### src/rtl/conv_layer.sv
// conv_layer: valid (no-padding), stride-1 multi-channel 2-D convolution over external memories.
// Latency: OUT_CH*(2+OUT*OUT*(N+2))+1 cycles from accepted start to the done pulse.
// No backpressure: the memories respond one cycle after the address, and writes are fire-and-forget.
// Optional macro CONV_LAYER_RELU_EN: clamps negative results to 0 before they are written.
module conv_layer #(
  parameter int DATA_SIZE   = 16,
  parameter int IMAGE_SIZE  = 28,
  parameter int IN_CH       = 1,
  parameter int OUT_CH      = 6,
  parameter int K           = 5,
  parameter int FRAC_BITS   = 0,
  parameter int WEIGHT_BASE = 0,
  parameter int BIAS_BASE   = 150,
  parameter int INPUT_BASE  = 0,
  parameter int RESULT_BASE = 0,
  parameter int W_AW        = 8,
  parameter int I_AW        = 10,
  parameter int R_AW        = 12
) (
  input  logic                 clk,
  input  logic                 rst,
  input  logic                 start,
  output logic                 busy,
  output logic                 done,
  output logic                 w_en,
  output logic [W_AW-1:0]      w_addr,
  input  logic [DATA_SIZE-1:0] w_dout,
  output logic                 in_en,
  output logic [I_AW-1:0]      in_addr,
  input  logic [DATA_SIZE-1:0] in_dout,
  output logic                 res_we,
  output logic [R_AW-1:0]      res_addr,
  output logic [DATA_SIZE-1:0] res_din
);

  localparam int OUT   = IMAGE_SIZE - K + 1;
  localparam int N     = IN_CH * K * K;
  localparam int ACC_W = 2 * DATA_SIZE + $clog2(N) + 1;
  localparam int TW    = $clog2(N + 1);
  localparam int CW    = $clog2(IN_CH + 1);
  localparam int KW    = $clog2(K + 1);
  localparam int OW    = $clog2(OUT + 1);
  localparam int FW    = $clog2(OUT_CH + 1);

  localparam logic signed [DATA_SIZE-1:0] DMAX = {1'b0, {(DATA_SIZE-1){1'b1}}};
  localparam logic signed [DATA_SIZE-1:0] DMIN = {1'b1, {(DATA_SIZE-1){1'b0}}};

  typedef enum logic [2:0] {S_IDLE, S_BIAS, S_MAC, S_WRITE, S_DONE} state_t;

  state_t                    state_q, state_d;
  logic [FW-1:0]             f_q;
  logic [OW-1:0]             oy_q, ox_q;
  logic [TW-1:0]             tap_q;
  logic [CW-1:0]             c_q;
  logic [KW-1:0]             ky_q, kx_q;
  logic                      bias_ph_q;
  logic [DATA_SIZE-1:0]      bias_q;
  logic signed [ACC_W-1:0]   acc_q;

  logic                      tap_issue;
  logic                      last_px;
  logic                      last_f;
  logic signed [2*DATA_SIZE-1:0] prod;
  logic signed [ACC_W-1:0]   acc_sh;
  logic [DATA_SIZE-1:0]      sat_val;

  // Bias sign-extended to accumulator width and aligned to the fixed-point product scale.
  function automatic logic signed [ACC_W-1:0] bias_ext(input logic [DATA_SIZE-1:0] b);
    return ACC_W'($signed(b)) <<< FRAC_BITS;
  endfunction

  assign tap_issue = (state_q == S_MAC) && (tap_q != TW'(N));
  assign last_px   = (ox_q == OW'(OUT - 1)) && (oy_q == OW'(OUT - 1));
  assign last_f    = (f_q == FW'(OUT_CH - 1));
  assign prod      = $signed(in_dout) * $signed(w_dout);
  assign acc_sh    = acc_q >>> FRAC_BITS;

  // State register.
  always_ff @(posedge clk or posedge rst) begin
    if (rst) state_q <= S_IDLE;
    else     state_q <= state_d;
  end

  // Next-state: bias fetch per filter, one MAC pass plus a write per output pixel.
  always_comb begin
    state_d = state_q;
    case (state_q)
      S_IDLE:  if (start) state_d = S_BIAS;
      S_BIAS:  if (bias_ph_q) state_d = S_MAC;
      S_MAC:   if (tap_q == TW'(N)) state_d = S_WRITE;
      S_WRITE: begin
        if (last_px && last_f) state_d = S_DONE;
        else if (last_px)      state_d = S_BIAS;
        else                   state_d = S_MAC;
      end
      S_DONE:  state_d = S_IDLE;
      default: state_d = S_IDLE;
    endcase
  end

  // Counters, bias capture and accumulator.
  always_ff @(posedge clk or posedge rst) begin
    if (rst) begin
      f_q       <= '0;
      oy_q      <= '0;
      ox_q      <= '0;
      tap_q     <= '0;
      c_q       <= '0;
      ky_q      <= '0;
      kx_q      <= '0;
      bias_ph_q <= 1'b0;
      bias_q    <= '0;
      acc_q     <= '0;
    end else begin
      case (state_q)
        S_IDLE: begin
          if (start) begin
            f_q       <= '0;
            oy_q      <= '0;
            ox_q      <= '0;
            tap_q     <= '0;
            c_q       <= '0;
            ky_q      <= '0;
            kx_q      <= '0;
            bias_ph_q <= 1'b0;
          end
        end
        S_BIAS: begin
          // Phase 0 issues the bias address, phase 1 sees the read data.
          bias_ph_q <= ~bias_ph_q;
          if (bias_ph_q) begin
            bias_q <= w_dout;
            acc_q  <= bias_ext(w_dout);
            tap_q  <= '0;
            c_q    <= '0;
            ky_q   <= '0;
            kx_q   <= '0;
          end
        end
        S_MAC: begin
          // Data returned now belongs to the tap issued in the previous cycle.
          if (tap_q != '0) acc_q <= acc_q + ACC_W'(prod);
          if (tap_issue) begin
            tap_q <= tap_q + TW'(1);
            if (kx_q == KW'(K - 1)) begin
              kx_q <= '0;
              if (ky_q == KW'(K - 1)) begin
                ky_q <= '0;
                c_q  <= c_q + CW'(1);
              end else begin
                ky_q <= ky_q + KW'(1);
              end
            end else begin
              kx_q <= kx_q + KW'(1);
            end
          end
        end
        S_WRITE: begin
          tap_q <= '0;
          c_q   <= '0;
          ky_q  <= '0;
          kx_q  <= '0;
          acc_q <= bias_ext(bias_q);
          if (ox_q == OW'(OUT - 1)) begin
            ox_q <= '0;
            if (oy_q == OW'(OUT - 1)) begin
              oy_q <= '0;
              f_q  <= f_q + FW'(1);
            end else begin
              oy_q <= oy_q + OW'(1);
            end
          end else begin
            ox_q <= ox_q + OW'(1);
          end
        end
        default: ;
      endcase
    end
  end

  // Saturate the rescaled accumulator to the output width, optionally clamping negatives.
  always_comb begin
    sat_val = acc_sh[DATA_SIZE-1:0];
    if (acc_sh > ACC_W'(DMAX))      sat_val = DMAX;
    else if (acc_sh < ACC_W'(DMIN)) sat_val = DMIN;
`ifdef CONV_LAYER_RELU_EN
    if (acc_sh[ACC_W-1]) sat_val = '0;
`else
`endif
  end

  // Outputs: strobes only in cycles that use them, buses held at 0 otherwise.
  always_comb begin
    busy     = (state_q == S_BIAS) || (state_q == S_MAC) || (state_q == S_WRITE);
    done     = (state_q == S_DONE);
    w_en     = 1'b0;
    w_addr   = '0;
    in_en    = 1'b0;
    in_addr  = '0;
    res_we   = 1'b0;
    res_addr = '0;
    res_din  = '0;
    if (state_q == S_BIAS && !bias_ph_q) begin
      w_en   = 1'b1;
      w_addr = W_AW'(BIAS_BASE + 32'(f_q));
    end
    if (tap_issue) begin
      w_en    = 1'b1;
      w_addr  = W_AW'(WEIGHT_BASE + 32'(f_q) * N + 32'(tap_q));
      in_en   = 1'b1;
      in_addr = I_AW'(INPUT_BASE + 32'(c_q) * IMAGE_SIZE * IMAGE_SIZE
                      + (32'(oy_q) + 32'(ky_q)) * IMAGE_SIZE + 32'(ox_q) + 32'(kx_q));
    end
    if (state_q == S_WRITE) begin
      res_we   = 1'b1;
      res_addr = R_AW'(RESULT_BASE + 32'(f_q) * OUT * OUT + 32'(oy_q) * OUT + 32'(ox_q));
      res_din  = sat_val;
    end
  end

endmodule
### config.mk
export PLATFORM = sky130hd
export DESIGN_NAME = conv_layer
export DESIGN_NICKNAME = d
export VERILOG_FILES = /design/src/rtl/conv_layer.sv
export SDC_FILE = /design/constraint.sdc
export NUM_CORES = 1
export LEC_CHECK = 0
export BUFFER_PORTS_ARGS = -buffer_cell sky130_fd_sc_hd__buf_2
export CAP_MARGIN = 20
export CORE_ASPECT_RATIO = 2
export CORE_MARGIN = 10
export CORE_UTILIZATION = 60
export CTS_CLUSTER_DIAMETER = 40
export DETAILED_ROUTE_END_ITERATION = 16
export GPL_TIMING_DRIVEN = 1
export PLACE_DENSITY = 0.78
export SLEW_MARGIN = 10
export SYNTH_ARGS = -nofsm -noshare
export SYNTH_HDL_FRONTEND = slang
export SYNTH_SLANG_ARGS = --single-unit
### constraint.sdc
create_clock -name clk -period 7 [get_ports clk]
set_input_delay 1.05 -clock clk [delete_from_list [all_inputs] [get_ports clk]]
set_output_delay 1.05 -clock clk [all_outputs]
set_load 0.1 [all_outputs]
Word-level counts from Yosys, hierarchy flattened
Cells that the tools add are included.

Add/sub/neg operators: 16. Multipliers: 8. Order comparisons: 2. Equal/unequal tests: 20. Muxes and demuxes: 48. Bitwise gates (word level): 1. Reduce and logical (&&, ||, !) cells: 23.

Operator list (number): 38-bit one-hot mux with 3 select lines (1); 38-bit 2-to-1 mux (2); 16-bit 2-to-1 mux (3); 3-bit 2-to-1 mux (13); 38-bit by 32-bit adder with 38-bit output (1); 38-bit by 16-bit > comparator with 1-bit output (second input constant) (1); 38-bit by 16-bit less-than comparator with 1-bit output (second input constant) (1); 3-bit one-hot mux with 4 select lines (3); 16-bit by 16-bit multiplier with 32-bit output (1); 5-bit 2-to-1 mux (6); 5-bit one-hot mux with 2 select lines (2); 5-bit one-hot mux with 4 select lines (1); 8-bit 2-to-1 mux (2); 5-bit by 1-bit adder with 5-bit output (second input constant) (3); 5-bit == test (second input constant) (3); 12-bit by 10-bit adder with 12-bit output (1); 12-bit by 5-bit adder with 12-bit output (1); 3-bit == test (second input constant) (4); 12-bit 2-to-1 mux (1); 10-bit adder (1); 10-bit by 3-bit adder with 10-bit output (1); 10-bit by 5-bit adder with 10-bit output (1); 10-bit 2-to-1 mux (1); 2-bit inequality test (second input constant) (5); other kinds (35) (59).

Bits in registers: 83. Output and inout bits: 51. Word-level logic and storage cells: 129.

Longest topological paths before layout
Gate-level depths: netlist of run 1.

Depth in word-level cells: 6. Depth in mapped cells: 24. Gate-level depth less buffers: 22.

Least setup slack after synthesis of run 1
No wires, ideal clock.

Path type: input to register. Start point: in in_dout[15]. End point: reg acc_q[37]. Library setup time: 0.124 ns. Arrival: 6.979 ns. Required time: 6.876 ns. Slack: -0.103 ns. Cell stages on the path: 22. Cell sequence: clkbuf_1 -> and2_1 -> fa_1 -> fa_1 -> inv_1 -> fa_1 -> inv_1 -> fa_1 -> fa_1 -> inv_1 -> fa_1 -> inv_1 -> ha_1 -> clkbuf_1 -> nand2_1 -> o21ai_0 -> a31oi_1 -> o21ai_0 -> o21ai_1 -> o21ai_0 -> nand3_1 -> nor3b_1.

Longest elaborated chain between the ends: 4.

RTL lines: from (decl) (line 30) `input logic [DATA_SIZE-1:0] in_dout,`; 16-bit by 16-bit multiplier with 32-bit output (line 75) `assign prod = $signed(in_dout) * $signed(w_dout);`; 38-bit by 32-bit adder with 38-bit output (line 142) `if (tap_q != '0) acc_q <= acc_q + ACC_W'(prod);`; 38-bit 2-to-1 mux (line 142); 38-bit one-hot mux with 3 select lines (line 115) `case (state_q)`; to (signal assigned) (line 133) `acc_q <= bias_ext(w_dout);`; to (signal assigned) (line 142); to (signal assigned) (line 163) `acc_q <= bias_ext(bias_q);`; to (decl) (line 58) `logic signed [ACC_W-1:0] acc_q;`.

Every way passes these cells. The select of a mux whose other input is x is not followed. A chain may end at the register's enable or synchronous reset.

Worst setup path in the final report of run 1
Start point: in w_dout[3]. End point: reg acc_q[36].

Longest elaborated chain between the ends: 4.

RTL lines: from (decl) (line 27) `input logic [DATA_SIZE-1:0] w_dout,`; 16-bit by 16-bit multiplier with 32-bit output (line 75); 38-bit by 32-bit adder with 38-bit output (line 142); 38-bit 2-to-1 mux (line 142); 38-bit one-hot mux with 3 select lines (line 115).

Every way passes these cells. The select of a mux whose other input is x is not followed.

==> flow_summary_export.csv, run 1 <==
group,metric,value,unit
floorplan,dieWidth,142.2,um
sta,period_share,0.9684,
worst_setup_path,criticalPathCategory,"input pin to register",
routing,wirelength,48.20,mm
run,maxCapViolCount,0,
logic_synthesis,yosysSeqAreaShare,0.1158,
floorplan,core_area,29510,um2
routing,drc,0,
logic_synthesis,synthTopCellsByArea,"fa_1 38%, ha_1 12%, dfrtp_1 12%, inv_1 8.3%, and2_1 4.3%",
clocking,worstSkewPairLatency,340,ps
logic_synthesis,syn_nets,2499,
global_routing,grt_max_degree,72,
clocking,cts_sinks,83,
logic_synthesis,synth_area,17930,um2
sta,rsz0062_at_grt,"false",
placement,dp_hpwl,41.18,mm
status,run_status,"completed",
layout,seqCellArea,2077,um2
logic_synthesis,yosysMostFrequentCell,"inv_1",
logic_synthesis,avgSynthCellArea,9.172,um2
sta,fmax,0.1475,GHz
clocking,clockBufferDepth,2,
global_routing,grt_pass1_wl,79.57,mm
logic_synthesis,synth_commonest_cells,"397 x inv_1, 338 x fa_1, 203 x nand2_1, 171 x ha_1, 123 x and2_1",
global_routing,grt_usage,0.2642,
routing,drt_first_pass_iters,7,
logic_synthesis,yosysWarnings,0,
routing,drt-initial-drc-count,770,
hold_path,worst_hold_path_type,"register to register",
clocking,cts_tree,"yes",
sta,min_period,6779,ps
layout,nNetsFinal,2638,
placement,place_congestion,0.9612,
global_routing,grt_antenna_before_repair,2,
layout,drive_gt1_frac,0.1221,
layout,syn_to_final_growth,9.853,%
layout,multi_input_area,14060,um2
sta,fin_skew,6.458,ps
logic_synthesis,synth-seq-cells,83,
worst_setup_path,arrival,6950,ps
worst_setup_path,path_max_fanout,10,
logic_synthesis,ys_types,63,
routing,ant_nets,0,
sta,hold_viol_final,0,
sta,finalSetupViolCount,0,
sta,holdWs,512.2,ps
floorplan,ios,86,
logic_synthesis,yosys.area.top_type,"fa_1",
clocking,clkSlewWorstSetupHoldPaths,60,ps
clocking,htreeDepth,3,
floorplan,initial_core_util,0.6076,
layout,post-route-util,0.6675,
sta,slew_viol_final,0,
floorplan,rows,89,
logic_synthesis,synth_top_cell_area_share,0.3774,
floorplan,die_h,264.5,um
logic_synthesis,dominantRegCellSynth,"dfrtp_1",
sta,tightest_slew,1056,ps
floorplan,dieArea,37620,um2
global_routing,gr-total-overflow,0,
global_routing,grt_pass1_vias,16126,
worst_setup_path,critPathRequiredTime,7180,ps
logic_synthesis,async_flop_share,1.000,
routing,wl_per_cell,19.57,um
clocking,cts_buffers,9,
logic_synthesis,syn_inst,1955,
sta,slew_headroom,0.2937,
logic_synthesis,synth-edff-count,0,
worst_setup_path,endpoint_kind,"register",
clocking,clk_root_buffer_cell,"clkbuf_16",
worst_setup_path,critPathLaunchType,"input pin",
layout,num-fill-cells,2401,
routing,vias_per_cell,5.816,
routing,num_vias,14324,
placement,io_buffer_count,85,
## area by class of cell
| class | count | area share |
|---|---|---|
| diodes | 2 | 0.0002541 |
| clock buffers | 9 | 0.01143 |
| clock inverters | 5 | 0.002858 |
| inverters | 400 | 0.07629 |
| multi-input cells | 1401 | 0.7137 |
| flip-flops and latches | 83 | 0.1054 |
| well taps | 364 | 0.02312 |
| repair buffers | 199 | 0.06689 |
## cells in the final DEF (no fill, tap or decap), types with 12 or more instances in the layout
cell and count:
a21o_1 26, a21oi_1 70, and2_1 123, buf_2 82
buf_4 111, dfrtp_1 83, fa_1 335, ha_1 171
inv_1 395, mux2_2 15, nand2_1 203, nand3_1 15
nand4_1 15, nor2_1 88, nor2b_1 12, nor3_1 18
o211ai_1 12, o21a_1 17, o21ai_0 80, xnor2_1 49
xor2_1 23
## per-stage QoR
step	setup WS, ps	setup TNS (ps)	std cells	area [um2]
after floorplan	31.60	0	1955	17930
after global placement	-112.7	-564.7	2441	19340
after detailed placement	-313.4	-2811	2441	19340
after CTS	38.44	0	2455	19620
after global routing	3.855	0	2463	19700
final	221.5	0	2463	19700
## metal layers
metal  up-vias  global-route usage  part of all wire
met5         -                   0                 0
met3       219             0.03080             0.042
li1       6353                   -                 -
met4         0              0.1720             0.073
met1      7218              0.2523              0.31
met2       534              0.5064              0.58
## timing repair
| item | 4_1_cts | 5_1_grt |
|---|---|---|
| endpoints found under the setup margin | 0 | 15 |
| hold buffers | 0 | 0 |
| buffers inserted | 0 | 4 |
| resized for setup | 0 | 13 |
## critical path, stage by stage
cell      delay, ps
buf_2           200
and2_1          220
fa_2            670
fa_2            540
buf_4           180
fa_1            560
fa_1            470
fa_1            560
inv_1            60
fa_1            520
inv_1            50
ha_1            330
a21oi_1         170
a21boi_0        160
a311oi_1        320
buf_4           170
o211ai_1         90
a21oi_1         260
o21ai_1         140
xnor2_1         150
a21oi_1          80
## logic make-up after synthesis
group | after synthesis | synth area share
and+or+nand+nor | 521 | 0.1403
adders and majority gates | 509 | 0.4967
buffers and inverters | 471 | 0.1015
AOI/OAI and AO/OA | 276 | 0.09665
DFF | 83 | 0.1158
xor gates and xnor gates | 72 | 0.03517
muxes | 23 | 0.01389
## worst paths after layout
| kind | startpoint | to | slack (ps) | depth (start not counted) |
|---|---|---|---|---|
| worst max-delay path | w_dout[3] | acc_q[36]$_DFFE_PP0P_ | 220 | 21 |
| worst min-delay path | bias_q[7]$_DFFE_PP0P_ | bias_q[7]$_DFFE_PP0P_ | 510 | 1 |
| worst max register to register | acc_q[15]$_DFFE_PP0P_ | acc_q[36]$_DFFE_PP0P_ | 1640 | 19 |
| worst min register to register | bias_q[7]$_DFFE_PP0P_ | bias_q[7]$_DFFE_PP0P_ | 510 | 1 |
| max in group asynchronous | rst | ox_q[3]$_DFFE_PP0P_ | 5160 | 3 |
| min in group asynchronous | rst | acc_q[3]$_DFFE_PP0P_ | 620 | 2 |
## flip-flops by register name (all words and copies together), names as in the netlist
signal / flops
bias_ph_q: 1
c_q: 1
oy_q: 5
kx_q: 3
ox_q: 5
f_q: 3
tap_q: 5
state_q: 3
acc_q: 38
bias_q: 16
ky_q: 3
Power of run 1 is left out: the tool's default activity adds up to more than one toggle a clock period on the data nets, which glitch-free logic cannot reach.
==> run 2: changes to the inputs <==
clock period = 8.7 ns   (was 7 ns; I/O delays follow)
==> run 2 against run 1 <==
Net effect:
- sequential share of layout area grew 0.44 points
- first-iteration DRC count down 17%
- clock skew up 3.7 ps
- count of clock-buffer cells in the layout is 3 higher
- utilization down 2.7 points
- largest cell class unchanged
==> flow_summary_export.csv, run 2 (synthesis results as in run 1) <==
group,metric,value,unit
routing,drt_first_pass_iters,5,
clocking,worstSkewPairLatency,350,ps
routing,drc,0,
clocking,postCtsHoldBufs,0,
routing,drt-initial-drc-count,638,
sta,min_period,7693,ps
floorplan,dieArea,37620,um2
worst_setup_path,cp_top_family,"adder cells",
layout,syn_to_final_growth,5.429,%
global_routing,grt_antenna_before_repair,0,
clocking,cts_sinks,83,
routing,num_vias,13850,
floorplan,initial_core_util,0.6076,
layout,top_register,"acc_q",
sta,final.setup.tns,0,ps
layout,largest_reg_flops,38,
worst_setup_path,cp_num_buf_inv,6,
run,maxCapViolCount,0,
worst_setup_path,arrival,7910,ps
routing,wirelength,45.91,mm
sta,fmax,0.1300,GHz
clocking,htreeDepth,3,
worst_setup_path,max_stage_delay,930,ps
floorplan,die_h,264.5,um
clocking,cts_buffers,9,
sta,slew_viol_final,0,
worst_setup_path,endpoint_kind,"register",
global_routing,grt_usage,0.2530,
sta,tightest_slew,1041,ps
global_routing,gr-total-overflow,0,
sta,rsz0062_at_grt,"false",
layout,largestRegisters,"acc_q: 38 flops, bias_q: 16 flops",
sta,period_share,0.8843,
clocking,cts_tree,"yes",
global_routing,grt_pass1_vias,15842,
sta,slew_headroom,0.3033,
worst_setup_path,path_max_fanout,18,
status,run_status,"completed",
sta,hold_viol_final,0,
floorplan,rows,89,
floorplan,core_area,29510,um2
layout,final_common_cell,"inv_1",
worst_setup_path,critPathSlowestCell,"fa_1",
placement,io_buffer_count,85,
placement,dp_hpwl,38.22,mm
sta,fin_skew,10.16,ps
routing,ant_nets,0,
clocking,clockBufferDepth,2,
clocking,clk_root_buffer_cell,"clkbuf_16",
clocking,ctsResizeCount,0,
worst_setup_path,critPathRequiredTime,8920,ps
layout,nNetsFinal,2536,
global_routing,grt_max_degree,79,
worst_setup_path,cpMostUsedCell,"fa_1",
layout,final_cell_mix,"396 x inv_1, 338 x fa_1, 203 x nand2_1",
floorplan,ios,86,
routing,vias_per_cell,5.866,
layout,diodes,0,
worst_setup_path,path_cells,"buf_2 > nand2_1 > inv_1 > fa_1 > fa_1 > inv_1 > fa_1 > inv_1 > fa_1 > fa_1 > inv_1 > fa_1 > inv_1 > ha_1 > nand2_1 > o21ai_0 > a31oi_1 > o21ai_0 > o21ai_1 > o21ai_0 > nand3_1 > nor3b_1",
sta,finalSetupViolCount,0,
clocking,clkSlewWorstSetupHoldPaths,60,ps
floorplan,dieWidth,142.2,um
global_routing,grt_pass1_wl,76.80,mm
worst_setup_path,critPathLaunchType,"input pin",
routing,wl_per_cell,19.45,um
layout,drive_gt1_frac,0.07361,
worst_setup_path,criticalPathCategory,"input pin to register",
clocking,cts_setup_buffers,0,
hold_path,worst_hold_path_type,"register to register",
placement,place_congestion,0.9962,
run 2: final timing paths:
kind	start	endpoint	slack (ps)	cells after the start
hold reg to reg	bias_q[10]$_DFFE_PP0P_	bias_q[10]$_DFFE_PP0P_	510	1
max in group asynchronous	rst	acc_q[28]$_DFFE_PP0P_	7080	4
hold / removal	bias_q[10]$_DFFE_PP0P_	bias_q[10]$_DFFE_PP0P_	510	1
min in group asynchronous	rst	acc_q[1]$_DFFE_PP0P_	820	2
setup / recovery	w_dout[1]	acc_q[37]$_DFFE_PP0P_	1010	22
setup reg to reg	acc_q[15]$_DFFE_PP0P_	acc_q[28]$_DFFE_PP0P_	3170	18
run 2: layout make-up:
| class | instances | area [um2] |
|---|---|---|
| multi-input cells | 1401 | 14040 |
| fillers | 2438 | 10610 |
| flip-flops and latches | 83 | 2077 |
| inverters | 400 | 1503 |
| repair buffers | 97 | 535.5 |
| well taps | 364 | 455.4 |
| clock buffers | 12 | 246.5 |
| clock inverters | 4 | 50.05 |
run 2: metrics by stage:
stage                     hold slack (ps)    util  worst slack [ps]  instances  area, um2
final                               506.4  0.6406              1007       2361      18900
after CTS                           508.1  0.6394              1012       2359      18870
after global routing                521.8  0.6406             534.4       2361      18900
after detailed placement            494.9  0.6294             660.1       2343      18570
after floorplan                     469.8       -              1342       1955      17930
after global placement              487.5  0.6294             863.9       2343      18570
run 2: metal layers:
layer  part of all wire  track usage  routed length (um)  vias to the layer above
li1                   -            -                   -                     6151
met1               0.33       0.2499               15010                     7034
met2               0.57       0.4803               25970                      456
met3              0.038      0.02954                1766                      209
met4              0.069       0.1551                3164                        0
met5                  0            0                   0                        -
Power of run 2 is left out for the same reason.
